`src/rtl/id_ex_stage_pkg.sv`:
```
// id_ex_stage_pkg: shared pipeline widths, opcodes, forwarding encodings, ID/EX control struct and WB bypass helper
package id_ex_stage_pkg;
  localparam int DATA_W = 16;
  localparam int REG_W = 4;
  localparam logic [3:0] OP_ADD = 4'd0;
  localparam logic [3:0] OP_SUB = 4'd1;
  localparam logic [3:0] OP_MUL = 4'd2;
  localparam logic [3:0] OP_LOAD = 4'd3;
  localparam logic [3:0] OP_STORE = 4'd4;
  localparam logic [2:0] FWD_NONE = 3'd0;
  localparam logic [2:0] FWD_MEM1 = 3'd1;
  localparam logic [2:0] FWD_MEM2 = 3'd2;
  localparam logic [2:0] FWD_WB1 = 3'd3;
  localparam logic [2:0] FWD_WB2 = 3'd4;
  typedef struct packed {
    logic valid;
    logic reg_write;
    logic write_op2;
    logic mem_read;
    logic mem_write;
  } ctrl_t;
  function automatic logic [DATA_W-1:0] wb_bypass(
    input logic [REG_W-1:0] rs,
    input logic [DATA_W-1:0] rf,
    input logic wr,
    input logic wo2,
    input logic [REG_W-1:0] rd1,
    input logic [REG_W-1:0] rd2,
    input logic [DATA_W-1:0] d1,
    input logic [DATA_W-1:0] d2
  );
    return (wr & wo2 & rd2 == rs) ? d2 : (wr & rd1 == rs) ? d1 : rf;
  endfunction
endpackage

```
`src/rtl/id_ex_stage_fwd_select.sv`:
```
// fwd_select: priority forwarding matcher for one ALU operand (rs, use_rs, EX/MEM producer fields in; sel out)
module fwd_select
  import id_ex_stage_pkg::*;
(
  input  logic [REG_W-1:0] rs,
  input  logic             use_rs,
  input  logic             ex_valid,
  input  logic             ex_reg_write,
  input  logic             ex_write_op2,
  input  logic             ex_mem_read,
  input  logic [REG_W-1:0] ex_rd1,
  input  logic [REG_W-1:0] ex_rd2,
  input  logic             mem_valid,
  input  logic             mem_reg_write,
  input  logic             mem_write_op2,
  input  logic [REG_W-1:0] mem_rd1,
  input  logic [REG_W-1:0] mem_rd2,
  output logic [2:0]       sel
);
  always_comb begin
    sel = !use_rs ? FWD_NONE :
          (ex_valid & ex_reg_write & ex_write_op2 & ex_rd2 == rs) ? FWD_MEM2 :
          (ex_valid & ex_reg_write & ex_rd1 == rs & ~ex_mem_read) ? FWD_MEM1 :
          (mem_valid & mem_reg_write & mem_write_op2 & mem_rd2 == rs) ? FWD_WB2 :
          (mem_valid & mem_reg_write & mem_rd1 == rs) ? FWD_WB1 : FWD_NONE;
  end
endmodule

```
`src/rtl/id_ex_stage.sv`:
```
// id_ex_stage: ID/EX pipeline register with load-use stall, bubble/flush, WB bypass and registered forwarding selects (clk/rst, id_*/rf_*/wb_*/flush in; stall, ex_*, fwd_a/fwd_b out)
module id_ex_stage
  import id_ex_stage_pkg::*;
(
  input  logic              clk,
  input  logic              rst,
  input  logic              id_valid,
  input  logic              id_use_rs1,
  input  logic              id_use_rs2,
  input  logic [3:0]        id_op,
  input  logic [REG_W-1:0]  id_rs1,
  input  logic [REG_W-1:0]  id_rs2,
  input  logic [REG_W-1:0]  id_rd1,
  input  logic [REG_W-1:0]  id_rd2,
  input  logic              id_reg_write,
  input  logic              id_write_op2,
  input  logic              id_mem_read,
  input  logic              id_mem_write,
  input  logic [DATA_W-1:0] id_imm,
  input  logic [DATA_W-1:0] rf_data1,
  input  logic [DATA_W-1:0] rf_data2,
  input  logic [REG_W-1:0]  wb_rd1,
  input  logic [REG_W-1:0]  wb_rd2,
  input  logic              wb_reg_write,
  input  logic              wb_write_op2,
  input  logic [DATA_W-1:0] wb_data1,
  input  logic [DATA_W-1:0] wb_data2,
  input  logic              flush,
  output logic              stall,
  output logic              ex_valid,
  output logic [3:0]        ex_op,
  output logic [REG_W-1:0]  ex_rs1,
  output logic [REG_W-1:0]  ex_rs2,
  output logic [REG_W-1:0]  ex_rd1,
  output logic [REG_W-1:0]  ex_rd2,
  output logic              ex_reg_write,
  output logic              ex_write_op2,
  output logic              ex_mem_read,
  output logic              ex_mem_write,
  output logic [DATA_W-1:0] ex_imm,
  output logic [DATA_W-1:0] ex_a,
  output logic [DATA_W-1:0] ex_b,
  output logic [2:0]        fwd_a,
  output logic [2:0]        fwd_b
);
  ctrl_t ex_c;
  logic bubble;
  logic mem_valid, mem_reg_write, mem_write_op2;
  logic [REG_W-1:0] mem_rd1, mem_rd2;
  logic [2:0] fa, fb;
  assign {ex_valid, ex_reg_write, ex_write_op2, ex_mem_read, ex_mem_write} = ex_c;
  assign stall = id_valid & ~flush & ex_c.valid & ex_c.mem_read & ex_c.reg_write &
                 ((id_use_rs1 & id_rs1 == ex_rd1) | (id_use_rs2 & id_rs2 == ex_rd1));
  assign bubble = flush | stall | ~id_valid;
  fwd_select u_fwd_a (
    .rs(id_rs1), .use_rs(id_use_rs1),
    .ex_valid(ex_c.valid), .ex_reg_write(ex_c.reg_write), .ex_write_op2(ex_c.write_op2),
    .ex_mem_read(ex_c.mem_read), .ex_rd1(ex_rd1), .ex_rd2(ex_rd2),
    .mem_valid(mem_valid), .mem_reg_write(mem_reg_write), .mem_write_op2(mem_write_op2),
    .mem_rd1(mem_rd1), .mem_rd2(mem_rd2), .sel(fa)
  );
  fwd_select u_fwd_b (
    .rs(id_rs2), .use_rs(id_use_rs2),
    .ex_valid(ex_c.valid), .ex_reg_write(ex_c.reg_write), .ex_write_op2(ex_c.write_op2),
    .ex_mem_read(ex_c.mem_read), .ex_rd1(ex_rd1), .ex_rd2(ex_rd2),
    .mem_valid(mem_valid), .mem_reg_write(mem_reg_write), .mem_write_op2(mem_write_op2),
    .mem_rd1(mem_rd1), .mem_rd2(mem_rd2), .sel(fb)
  );
  always_ff @(posedge clk) begin
    if (rst) begin
      ex_c <= '0;
      ex_op <= '0;
      ex_rs1 <= '0;
      ex_rs2 <= '0;
      ex_rd1 <= '0;
      ex_rd2 <= '0;
      ex_imm <= '0;
      ex_a <= '0;
      ex_b <= '0;
      fwd_a <= FWD_NONE;
      fwd_b <= FWD_NONE;
      mem_valid <= 1'b0;
      mem_reg_write <= 1'b0;
      mem_write_op2 <= 1'b0;
      mem_rd1 <= '0;
      mem_rd2 <= '0;
    end else begin
      ex_c <= bubble ? ctrl_t'('0) : ctrl_t'{valid: 1'b1, reg_write: id_reg_write,
              write_op2: id_write_op2 & id_reg_write, mem_read: id_mem_read, mem_write: id_mem_write};
      ex_op <= id_op;
      ex_rs1 <= id_rs1;
      ex_rs2 <= id_rs2;
      ex_rd1 <= id_rd1;
      ex_rd2 <= id_rd2;
      ex_imm <= id_imm;
      ex_a <= wb_bypass(id_rs1, rf_data1, wb_reg_write, wb_write_op2, wb_rd1, wb_rd2, wb_data1, wb_data2);
      ex_b <= wb_bypass(id_rs2, rf_data2, wb_reg_write, wb_write_op2, wb_rd1, wb_rd2, wb_data1, wb_data2);
      fwd_a <= bubble ? FWD_NONE : fa;
      fwd_b <= bubble ? FWD_NONE : fb;
      mem_valid <= ex_c.valid;
      mem_reg_write <= ex_c.reg_write;
      mem_write_op2 <= ex_c.write_op2;
      mem_rd1 <= ex_rd1;
      mem_rd2 <= ex_rd2;
    end
  end
endmodule

```
`config.mk`:
```
export PLATFORM = sky130hd
export DESIGN_NAME = id_ex_stage
export DESIGN_NICKNAME = d
export VERILOG_FILES = /design/src/rtl/id_ex_stage_pkg.sv /design/src/rtl/id_ex_stage_fwd_select.sv /design/src/rtl/id_ex_stage.sv
export SDC_FILE = /design/constraint.sdc
export NUM_CORES = 1
export LEC_CHECK = 0
export BUFFER_PORTS_ARGS = -buffer_cell sky130_fd_sc_hd__buf_4
export CORE_UTILIZATION = 48
export DETAILED_ROUTE_END_ITERATION = 7
export PLACE_DENSITY = 0.94
export SLEW_MARGIN = 40
export SYNTH_ARGS = -nofsm -noshare
export SYNTH_HDL_FRONTEND = slang
export SYNTH_SLANG_ARGS = --single-unit
```
`constraint.sdc`:
```
create_clock -name clk -period 5.3 [get_ports clk]
set_clock_uncertainty 0.2 [all_clocks]
set_input_delay 0.53 -clock clk [delete_from_list [all_inputs] [get_ports clk]]
set_output_delay 0.53 -clock clk [all_outputs]
set_load 0.05 [all_outputs]
```
---- Yosys cells after proc, flatten, opt, wreduce, memory -nomap -nowiden ----
Index checks and enable logic that the tools add are counted.
Widths: inputs -> output; s select.
word-level totals
  logic and storage cells ................. 93
  bits of input ports ..................... 120
  output and inout port bits .............. 80
  register bits after elaboration ......... 90
cells by class
  reduce and logical (&&, ||, !) cells .... 7
  bitwise logic cells ..................... 35
  multiplexer cells ....................... 13
  eq/ne operators ......................... 14
operators with widths
  operator         count
  $mux 16          4
  $eq 4x4->1       14
  $and 1x1->1      27
  $mux 2           6
  $reduce_or 5->1  2
  $reduce_or 4->1  2
  $mux 3           2
  $reduce_or 3->1  2
  $mux 5           1
  $not 1->1        5
  $or 1x1->1       3
  $reduce_or 2->1  1

---- Longest topological paths before layout ----
Gate-level depths: netlist of the first run.
  word-level depth ........................ 9
  gate-level depth with buffers ........... 7
  gate-level depth less buffers ........... 5

---- By module ----
From an unflattened synthesis of the first run, not the netlist that was laid out.
second synthesis, totals
  cell total of the unflattened synthesis .. 372
  area, all modules ....................... 3808.7 um2
modules (own cells, without submodules)
  module       times used  cells an instance  area each (um2)  sequential area each (um2)
  id_ex_stage  1           304                3323.2           1801.7
  fwd_select   2           34                 242.7            0.0

---- Worst setup path after synthesis of the first run ----
No wires, ideal clock.
  kind .................................... register to output
  from .................................... register ex_c (netlist bit ex_valid)
  to ...................................... output stall
  setup slack ............................. 2.732 ns
  cell stages (with the launch flop) ...... 4
  data arrival time ....................... 1.838 ns
  cell sequence ........................... dfxtp_1 and4b_1 nand3_1 o22ai_1
between the ends
  word-level cells in the longest chain between the ends .. 4
ends and longest elaborated chain
  element                   line               RTL
  from (decl)               id_ex_stage.sv:46  ctrl_t ex_c;
  from (signal assigned)    id_ex_stage.sv:88  ex_c <= bubble ? ctrl_t'('0) : ctrl_t'{valid: 1'b1, reg_write: id_reg_write,
  $and 1x1->1 (4 in a row)  id_ex_stage.sv:52  assign stall = id_valid & ~flush & ex_c.valid & ex_c.mem_read & ex_c.reg_write &
  to (decl)                 id_ex_stage.sv:29  output logic stall,
No other way between the ends.

---- Final worst setup path of the first run ----
  from .................................... register ex_rd1[2]
  to ...................................... output stall
between the ends
  word-level cells in the longest chain between the ends .. 4
ends and longest elaborated chain
  element                 line               RTL
  from (decl)             id_ex_stage.sv:34  output logic [REG_W-1:0] ex_rd1,
  from (signal assigned)  id_ex_stage.sv:93  ex_rd1 <= id_rd1;
  $eq 4x4->1              id_ex_stage.sv:53  ((id_use_rs1 & id_rs1 == ex_rd1) | (id_use_rs2 & id_rs2 == ex_rd1));
  $and 1x1->1             id_ex_stage.sv:53
  $or 1x1->1 (*)          id_ex_stage.sv:53
  $and 1x1->1 (*)         id_ex_stage.sv:52
Every way passes the cells marked *; elsewhere a longest branch is shown, timed or not.

==> flow_summary.toml, run 1 <==
[routing]
drc = 0
via_per_inst = 5.04
first_pass_iters = 4
drt_iter0_markers = 76
wl_um = 10100
wl_per_cell_um = 15.4
antenna_left = 0
vias = 3286

[timing]
hold_viol_final = 0
tightest_slew_ns = 0.808
fmax_mhz = 423
maxSlewViolCount = 0
period_needed_ns = 2.36
rsz0062_at_grt = "false"
fin_setup_tns_ns = 0
relSlewSlack_pct = 46.1
holdWs_ns = 0.177
fin_crit_sh_pct = 44.6
finalSetupViolCount = 0

[synthesis]
yosysWarningCount = 0
synth_top_area_share_pct = 49.1
async_flop_share_pct = 0
avgSynthCellArea_sq_um = 10.2
synthCells = 359
synth_seq_cells = 90
synth_area_leader_cell = "dfxtp_1"
synth-main-ff-cell = "dfxtp_1"
synth_area_sq_um = 3670
syn-num-nets = 479
synth_area_leaders = "dfxtp_1, mux2i_1, nor2b_1"
ys_seq_area_share_pct = 49.1
synth.most_common_cell = "dfxtp_1"
synthDistinctLibCells = 34
synth_edf_count = 0
synth_common_cells = "dfxtp_1, nor2b_1, nor2_1"

[global_route]
grt_remaining_overflow = 0
grt_pass1_vias = 3241
track_usage_pct = 24.7
grt_max_degree = 81
grt_pass1_wl_um = 14800
antenna_found_initial = 0

[layout]
multiInputGateArea_sq_um = 1710
nFillCells = 552
layout.cells.non_filler = 652
final_area_sq_um = 5360
drive_gt1_share_pct = 40.5
antenna_cells = 0
fin_nets = 668
area_delta_synth_final_pct = 46.0
register_area_sq_um = 1800

[placed_design]
dp_hpwl_um = 7730
port_buffers = 199
dpl_cell_area_sq_um = 5170
dp.cells = 636
place_congestion = 0.808

[die]
fp.dieH_um = 89.5
core_area_sq_um = 7330
io_pins = 200
start_util_pct = 50.1
dieArea_sq_um = 8000
die_x_um = 89.5
rows = 31

[clocking]
hold_buffers = 0
cts_buffers = 9
postCtsSetupRepairBufs = 0
clk_pin_slew_ns = 0.10
worstSkewPairLatency_ns = 0.35
ctsHtreeMaxLevel = 3
cts_root_buf = "clkbuf_8"
clock-sinks = 90
cts_tree = "done"
cts_buffer_depth = 2
cts_resized = 0

[pwr]
intPower_uw = 1040
power_frac_comb_pct = 22.4
p_per_area_nw_per_um2 = 284
ir_worst_vdd_uv = 153
seqPwrFrac_pct = 47.7
swShare_pct = 32.0
p_sw_uw = 487
power.share.clock_pct = 29.9
p_leak_uw = 0.00235

[critical_path]
cp-start-kind = "flop"
crit_chain = "xnor2_1 > nand4_1 > o22ai_1 > buf_4"
critPathArrivalTime_ns = 1.63
worstSetupPathType = "flop to primary output"
slowest_stage = "dfxtp_1"
cp-end-kind = "primary output"
max_stage_delay_ns = 0.46
critPathMaxFanout = 4
critPathRequiredTime_ns = 4.57
rr_worst_depth = 5

[run]
cap_viol_max_count = 0

[worst_hold_path]
worstHoldPathCells = 2
hold_path.class = "primary input to flop"

[outcome]
outcome = "finished, final reports clean"
-- cell type report --
| cell class | count | area share, % |
|---|---|---|
| inverter | 3 | 0.210 |
| sequential | 90 | 33.6 |
| clock buffer | 9 | 2.31 |
| tap | 99 | 2.31 |
| timing repair buffer | 203 | 28.4 |
| clock inverter | 7 | 1.28 |
| multi-input combinational | 241 | 31.9 |
-- registers in the layout, summed over array words and instances, names as in the netlist, 3 cells and up --
signal,flops
ex_a,16
ex_b,16
ex_imm,16
ex_op,4
ex_rd1,4
ex_rd2,4
ex_rs1,4
ex_rs2,4
fwd_a,3
fwd_b,3
mem_rd1,4
mem_rd2,4
-- placed cells by master (no fill, tap or decap), drive strengths merged, types with 2 or more instances in the layout --
| cell type | count |
|---|---|
| xnor2 | 26 |
| buf | 203 |
| nor2 | 37 |
| nor2b | 46 |
| a2111oi | 2 |
| xor2 | 20 |
| a21oi | 2 |
| inv | 7 |
| a211oi | 32 |
| nand4 | 6 |
| clkinv | 3 |
| nand3 | 6 |
| nor4 | 6 |
| nand2 | 7 |
| nor3 | 6 |
| clkbuf | 9 |
| dfxtp | 90 |
| and2 | 3 |
| mux2i | 32 |
-- logic make-up after synthesis --
family                    Yosys count  share of synthesized area, %
buffers and inverters              28                          4.39
and+or+nand+nor                   123                          18.6
xor gates and xnor gates           46                          11.0
muxes                              32                          8.72
AOI/OAI and AO/OA                  40                          8.25
DFF                                90                          49.1
-- power groups by stage --
stage | Sequential, uW | Clock (uW) | Combinational, uW
6_report | 727 | 455 | 341
5_1_grt | 731 | 491 | 361
4_1_cts | 728 | 463 | 343
3_5_place_dp | 743 | 0 | 342
3_3_place_gp | 741 | 0 | 335
2_1_floorplan | 853 | 0 | 92.0
-- worst max-delay path: cells and delay by family, from the launching register on --
family                 cells  cell delay, ns
AO/OA/AOI/OAI              1            0.22
flip-flops                 1            0.46
buffers and inverters      1            0.22
XOR/XNOR                   1            0.15
AND/OR/NAND/NOR            1            0.22
-- metrics by stage --
| stage | util (%) | setup slack, ns | total power, uW |
|---|---|---|---|
| final | 73.2 | 2.94 | 1520 |
| after global routing | 73.2 | 2.86 | 1580 |
| after CTS | 73.2 | 2.91 | 1530 |
| after detailed placement | 70.5 | 2.89 | 1080 |
| after global placement | 70.4 | 2.76 | 1080 |
| after floorplan | - | 2.73 | 945 |
-- layer usage --
| metal | track usage (%) | routed length [um] | vias to the layer above |
|---|---|---|---|
| li1 | - | - | 1598 |
| met1 | 26.1 | 3740 | 1508 |
| met2 | 44.5 | 5260 | 160 |
| met3 | 7.48 | 824 | 20 |
| met4 | 12.4 | 242 | 0 |
| met5 | 0 | 0 | - |
-- path summary, 6_finish.rpt --
check             slack, ns          start     endpoint
setup / recovery       2.94      ex_rd1[2]        stall
hold / removal         0.18    id_mem_read  ex_mem_read
setup reg to reg       3.44     mem_rd2[3]     fwd_b[0]
hold reg to reg        0.31  mem_write_op2     fwd_a[2]
No activity file was read; power rests on OpenSTA's default activity.
==> inputs of run 2 (changes only) <==
--- a/config.mk
+++ b/config.mk
@@ -6,9 +6,9 @@
 export NUM_CORES = 1
 export LEC_CHECK = 0
 export BUFFER_PORTS_ARGS = -buffer_cell sky130_fd_sc_hd__buf_4
-export CORE_UTILIZATION = 48
+export CORE_UTILIZATION = 44
 export DETAILED_ROUTE_END_ITERATION = 7
-export PLACE_DENSITY = 0.94
+export PLACE_DENSITY = 0.88
 export SLEW_MARGIN = 40
 export SYNTH_ARGS = -nofsm -noshare
 export SYNTH_HDL_FRONTEND = slang
==> constraint.sdc (replaced) <==
create_clock -name clk -period 2.2 [get_ports clk]
set_clock_uncertainty 0.2 [all_clocks]
set_input_delay 0.22 -clock clk [delete_from_list [all_inputs] [get_ports clk]]
set_output_delay 0.22 -clock clk [all_outputs]
set_load 0.05 [all_outputs]
==> run 2 against run 1 <==
Net effect:
- via count grew 10%
- sequential power grew 140%
- sequential share of layout area shrank 3.7 points
- register-to-register slack lost 3.2 ns
- clock power grew to 2.8 times the previous value
- core utilization grew 3.2 points
- largest cell class is now non-clock buffers
- largest power group unchanged
- highest routed layer unchanged
==> flow_summary.toml, run 2 (same netlist as run 1, synthesis figures left out) <==
[outcome]
outcome = "finished, final reports clean"

[routing]
wl_um = 12400
antenna_left = 0
first_pass_iters = 4
drc = 0
vias = 3617
via_per_inst = 5.07
wl_per_cell_um = 17.3
drt_iter0_markers = 111

[pwr]
p_per_area_nw_per_um2 = 659
ir_worst_vdd_uv = 314
p_leak_uw = 0.00262

[worst_hold_path]
hold_path.class = "primary input to flop"
worstHoldPathCells = 3
worstHoldStart = "rf_data1[3]"

[timing]
fin_setup_tns_ns = 0
finalSetupViolCount = 0
hold_viol_final = 0
fin_crit_sh_pct = 98.1
rsz0062_at_grt = "false"
period_needed_ns = 2.16
worst_slack_ns = 0.0427
holdWs_ns = 0.00989
tightest_slew_ns = 0.851
relSlewSlack_pct = 43.3
fmax_mhz = 464
maxSlewViolCount = 0

[die]
die_x_um = 93.4
fp.dieH_um = 93.4
start_util_pct = 46.6
rows = 32
io_pins = 200
dieArea_sq_um = 8720
core_area_sq_um = 7890

[clocking]
clk_pin_slew_ns = 0.10
clock-sinks = 90
worstSkewPairLatency_ns = 0.35
cts_buffers = 9
cts_root_buf = "clkbuf_8"
ctsHtreeMaxLevel = 3
cts_tree = "done"
cts_buffer_depth = 2

[layout]
drive_gt1_share_pct = 37.4
reg_top3 = "ex_a x16, ex_b x16, ex_imm x16"
antenna_cells = 0
final_common_cell = "buf_4"
nFillCells = 477
final_cell_mix = "buf_4, dfxtp_1, dlygate4sd3_1, nor2b_1, nor2_1"
area_delta_synth_final_pct = 64.0
register_area_sq_um = 1800
fin_nets = 727
multiInputGateArea_sq_um = 1740
post-route-util_pct = 76.3

[critical_path]
critPathLaunch = "id_rs2[0]"
reg2reg_from = "mem_rd2[2]"
rr_worst_depth = 5
critPathArrivalTime_ns = 1.74
worstSetupPathType = "primary input to primary output"
cp-end-kind = "primary output"
cp-start-kind = "primary input"
critPathRequiredTime_ns = 1.78
critPathMaxFanout = 7

[global_route]
grt_max_degree = 80
track_usage_pct = 28.5
grt_pass1_wl_um = 18900
grt_pass1_vias = 3893
grt_remaining_overflow = 0
antenna_found_initial = 0

[placed_design]
dp_hpwl_um = 7400
place_congestion = 0.815
port_buffers = 199
post-place-ws_ns = 0.218

[run]
cap_viol_max_count = 0
-- run 2: cell types whose count changed in the layout (fill, tap and decap cells not counted), sizes merged --
cell         before  now
inv               7    5
bufinv            0    2
clkinvlp          0    1
dlygate4sd3       0   58
buf             203  204
clkinv            3    2
-- run 2: per-stage QoR --
stage	power, uW	instance area, sq um	std cells
final	3970	6020	714
after global routing	4100	6020	714
after CTS	3930	5990	714
after detailed placement	2610	5190	640
after global placement	2590	5190	640
after floorplan	2280	3680	359
-- run 2: where the power goes --
group          switching (uW)  internal [uW]  leakage [uW]
logic                     521            414       0.00176
registers                42.8           1710      0.000746
clock network             628            649      0.000110
total                    1190           2770       0.00262
-- run 2: timing repair --
action                                 4_1_cts  5_1_grt
endpoints found under the hold margin       75        0
setup endpoints to repair                    0        8
setup buffers                                0        0
hold buffers                                58        0
resized for setup                            0        6
-- run 2: worst paths after layout --
kind / endpoint / slack (ns)
setup reg to reg: fwd_b[0] / 0.24
hold reg to reg: mem_write_op2 / 0.32
hold / removal: ex_a[3] / 0.01
setup / recovery: stall / 0.04
-- run 2: layout make-up --
type | count | share of cell area (%)
well taps | 102 | 2.12
multi-input cells | 241 | 28.9
inverters | 3 | 0.187
clock inverters | 7 | 1.64
clock buffers | 9 | 2.06
repair buffers | 262 | 35.2
flip-flops and latches | 90 | 29.9
-- run 2: metal layers --
metal	vias to the layer above	wire length (um)	track usage (%)
li1	1721	-	-
met1	1675	4280	27.3
met2	184	6730	55.5
met3	37	977	7.56
met4	0	385	13.5
met5	-	0	0
-- run 2: critical path: stages --
cell and delay [ns]:
dlygate4sd3_1 0.55, buf_4 0.19, xnor2_1 0.17, nand4_1 0.23
o22ai_2 0.20, buf_6 0.18
==> inputs of run 3 (changes only) <==
--- a/config.mk
+++ b/config.mk
@@ -9,6 +9,7 @@
 export CORE_UTILIZATION = 44
 export DETAILED_ROUTE_END_ITERATION = 7
 export PLACE_DENSITY = 0.88
+export SETUP_SLACK_MARGIN = 0.3
 export SLEW_MARGIN = 40
 export SYNTH_ARGS = -nofsm -noshare
 export SYNTH_HDL_FRONTEND = slang
==> run 3 against run 2 <==
Net effect:
- final area rose by 5.8%
- fmax grew 11%
- flip-flop and latch count unchanged
- clock-buffer cell count is 1 higher
- die area did not move
- setup slack improved by 0.22 ns
- final cell count rose by 3.5%
- wire length is 9.3% higher
- core utilization grew 4.4 points
- first-iteration DRC count is 5.4% higher
- largest cell class unchanged
==> flow_summary.toml, run 3 (same netlist as run 1, synthesis figures left out) <==
[die]
dieArea_sq_um = 8720
rows = 32
die_x_um = 93.4
io_pins = 200
fp.dieH_um = 93.4
core_area_sq_um = 7890
start_util_pct = 46.6

[layout]
drive_gt1_share_pct = 39.1
final_cell_mix = "buf_4, dfxtp_1, dlygate4sd3_1, nor2b_1, nor2_1"
reg_top3 = "ex_a x16, ex_b x16, ex_imm x16"
final_common_cell = "buf_4"
area_delta_synth_final_pct = 73.5
fin_nets = 752
final_area_sq_um = 6370
antenna_cells = 0

[critical_path]
crit_top_cell = "buf_4"
critPathMaxFanout = 7
critPathArrivalTime_ns = 2.02
critPathRequiredTime_ns = 2.27
critPathTopFamily = "simple AND/OR/NAND/NOR gates"
worstSetupPathType = "flop to flop"
cp-start-kind = "flop"
slowest_stage = "dfxtp_4"
critical_path_buf_inv_count = 2
crit_chain = "xnor2_2 > nand4_1 > buf_4 > buf_4 > o221a_2 > nand2_2 > nor4_1"
max_stage_delay_ns = 0.38
cp-end-kind = "flop"

[pwr]
p_sw_uw = 1220
intPower_uw = 2830
ir_worst_vdd_uv = 369
p_leak_uw = 0.00276
seqPwrFrac_pct = 43.3
power.share.clock_pct = 32.4
swShare_pct = 30.2
p_per_area_nw_per_um2 = 637
power_frac_comb_pct = 24.3

[clocking]
cts_root_buf = "clkbuf_8"
cts_buffer_depth = 2
cts_buffers = 9
ctsHtreeMaxLevel = 3
clock-sinks = 90
worstSkewPairLatency_ns = 0.38
cts_tree = "done"
clk_pin_slew_ns = 0.09

[timing]
hold_viol_final = 0
tightest_slew_ns = 0.586
fin_crit_sh_pct = 88.2
rsz0062_at_grt = "true"
period_needed_ns = 1.94
fmax_mhz = 515
maxSlewViolCount = 0
finalSetupViolCount = 0
relSlewSlack_pct = 60.6
fin_setup_tns_ns = 0

[placed_design]
dpl_cell_area_sq_um = 5210
place_congestion = 0.805
dp_hpwl_um = 7690
port_buffers = 199

[routing]
drc = 0
first_pass_iters = 5
wl_um = 13500
drt_iter0_markers = 117
vias = 3859
via_per_inst = 5.22
antenna_left = 0
wl_per_cell_um = 18.3

[run]
cap_viol_max_count = 0

[worst_hold_path]
hold_path.class = "primary input to flop"

[global_route]
antenna_found_initial = 0
grt_pass1_wl_um = 20200
grt_pass1_vias = 4148
grt_max_degree = 52
grt_remaining_overflow = 0
track_usage_pct = 31.0

[outcome]
outcome = "finished, final reports clean"
[run 3: repair_timing]
item	CTS	global route
hold buffers	80	0
hold endpoints to repair	79	0
setup endpoints to repair	1	22
resized for setup	15	14
setup buffers	2	1
pin swaps	4	1
[run 3: tightest hold or removal path, stage by stage]
cell and delay, ns:
buf_4 0.11, mux2i_1 0.12, a211oi_1 0.08
[run 3: layer usage]
layer,track usage [%],routed length (um),vias to the layer above
li1,-,-,1767
met3,9.51,1130,58
met4,17.1,581,0
met1,29.6,4570,1822
met5,0,0,-
met2,58.5,7240,212
[run 3: power by group through the flow]
stage / logic [uW] / registers, uW / clock network [uW]
global route: 1030 / 1760 / 1390
floorplan: 223 / 2050 / 0
CTS: 953 / 1750 / 1320
finish: 985 / 1760 / 1320
global placement: 808 / 1790 / 0
detailed placement: 826 / 1790 / 0
[run 3: worst paths after layout]
check                           cells past startpoint  slack [ns]   endpoint         from
worst min register to register                      1        0.31  mem_valid     ex_valid
worst max register to register                      7        0.26   fwd_a[2]    ex_rd1[0]
worst min-delay path                                3       0.005    ex_b[3]  wb_data1[3]
worst max-delay path                                7        0.26   fwd_a[2]    ex_rd1[0]
[run 3: final cells by class]
cell class	count	area, sq um
Clock buffer	10	138
Clock inverter	6	87.6
Fill cell	447	1520
Inverter	3	11.3
Multi-Input combinational cell	241	1810
Sequential cell	90	1820
Tap cell	102	128
Timing Repair Buffer	287	2380
[run 3: stage by stage]
stage | utilization [%] | hold WS, ns | total power, uW | std cells | setup slack, ns
finish | 80.8 | 0.00468 | 4060 | 739 | 0.259
CTS | 79.9 | 0.000645 | 4020 | 738 | 0.283
global placement | 66.0 | 0.224 | 2600 | 640 | 0.357
global route | 80.8 | 0.0104 | 4190 | 739 | 0.171
detailed placement | 66.0 | 0.228 | 2620 | 640 | 0.279
floorplan | - | 0.142 | 2280 | 359 | 0.290
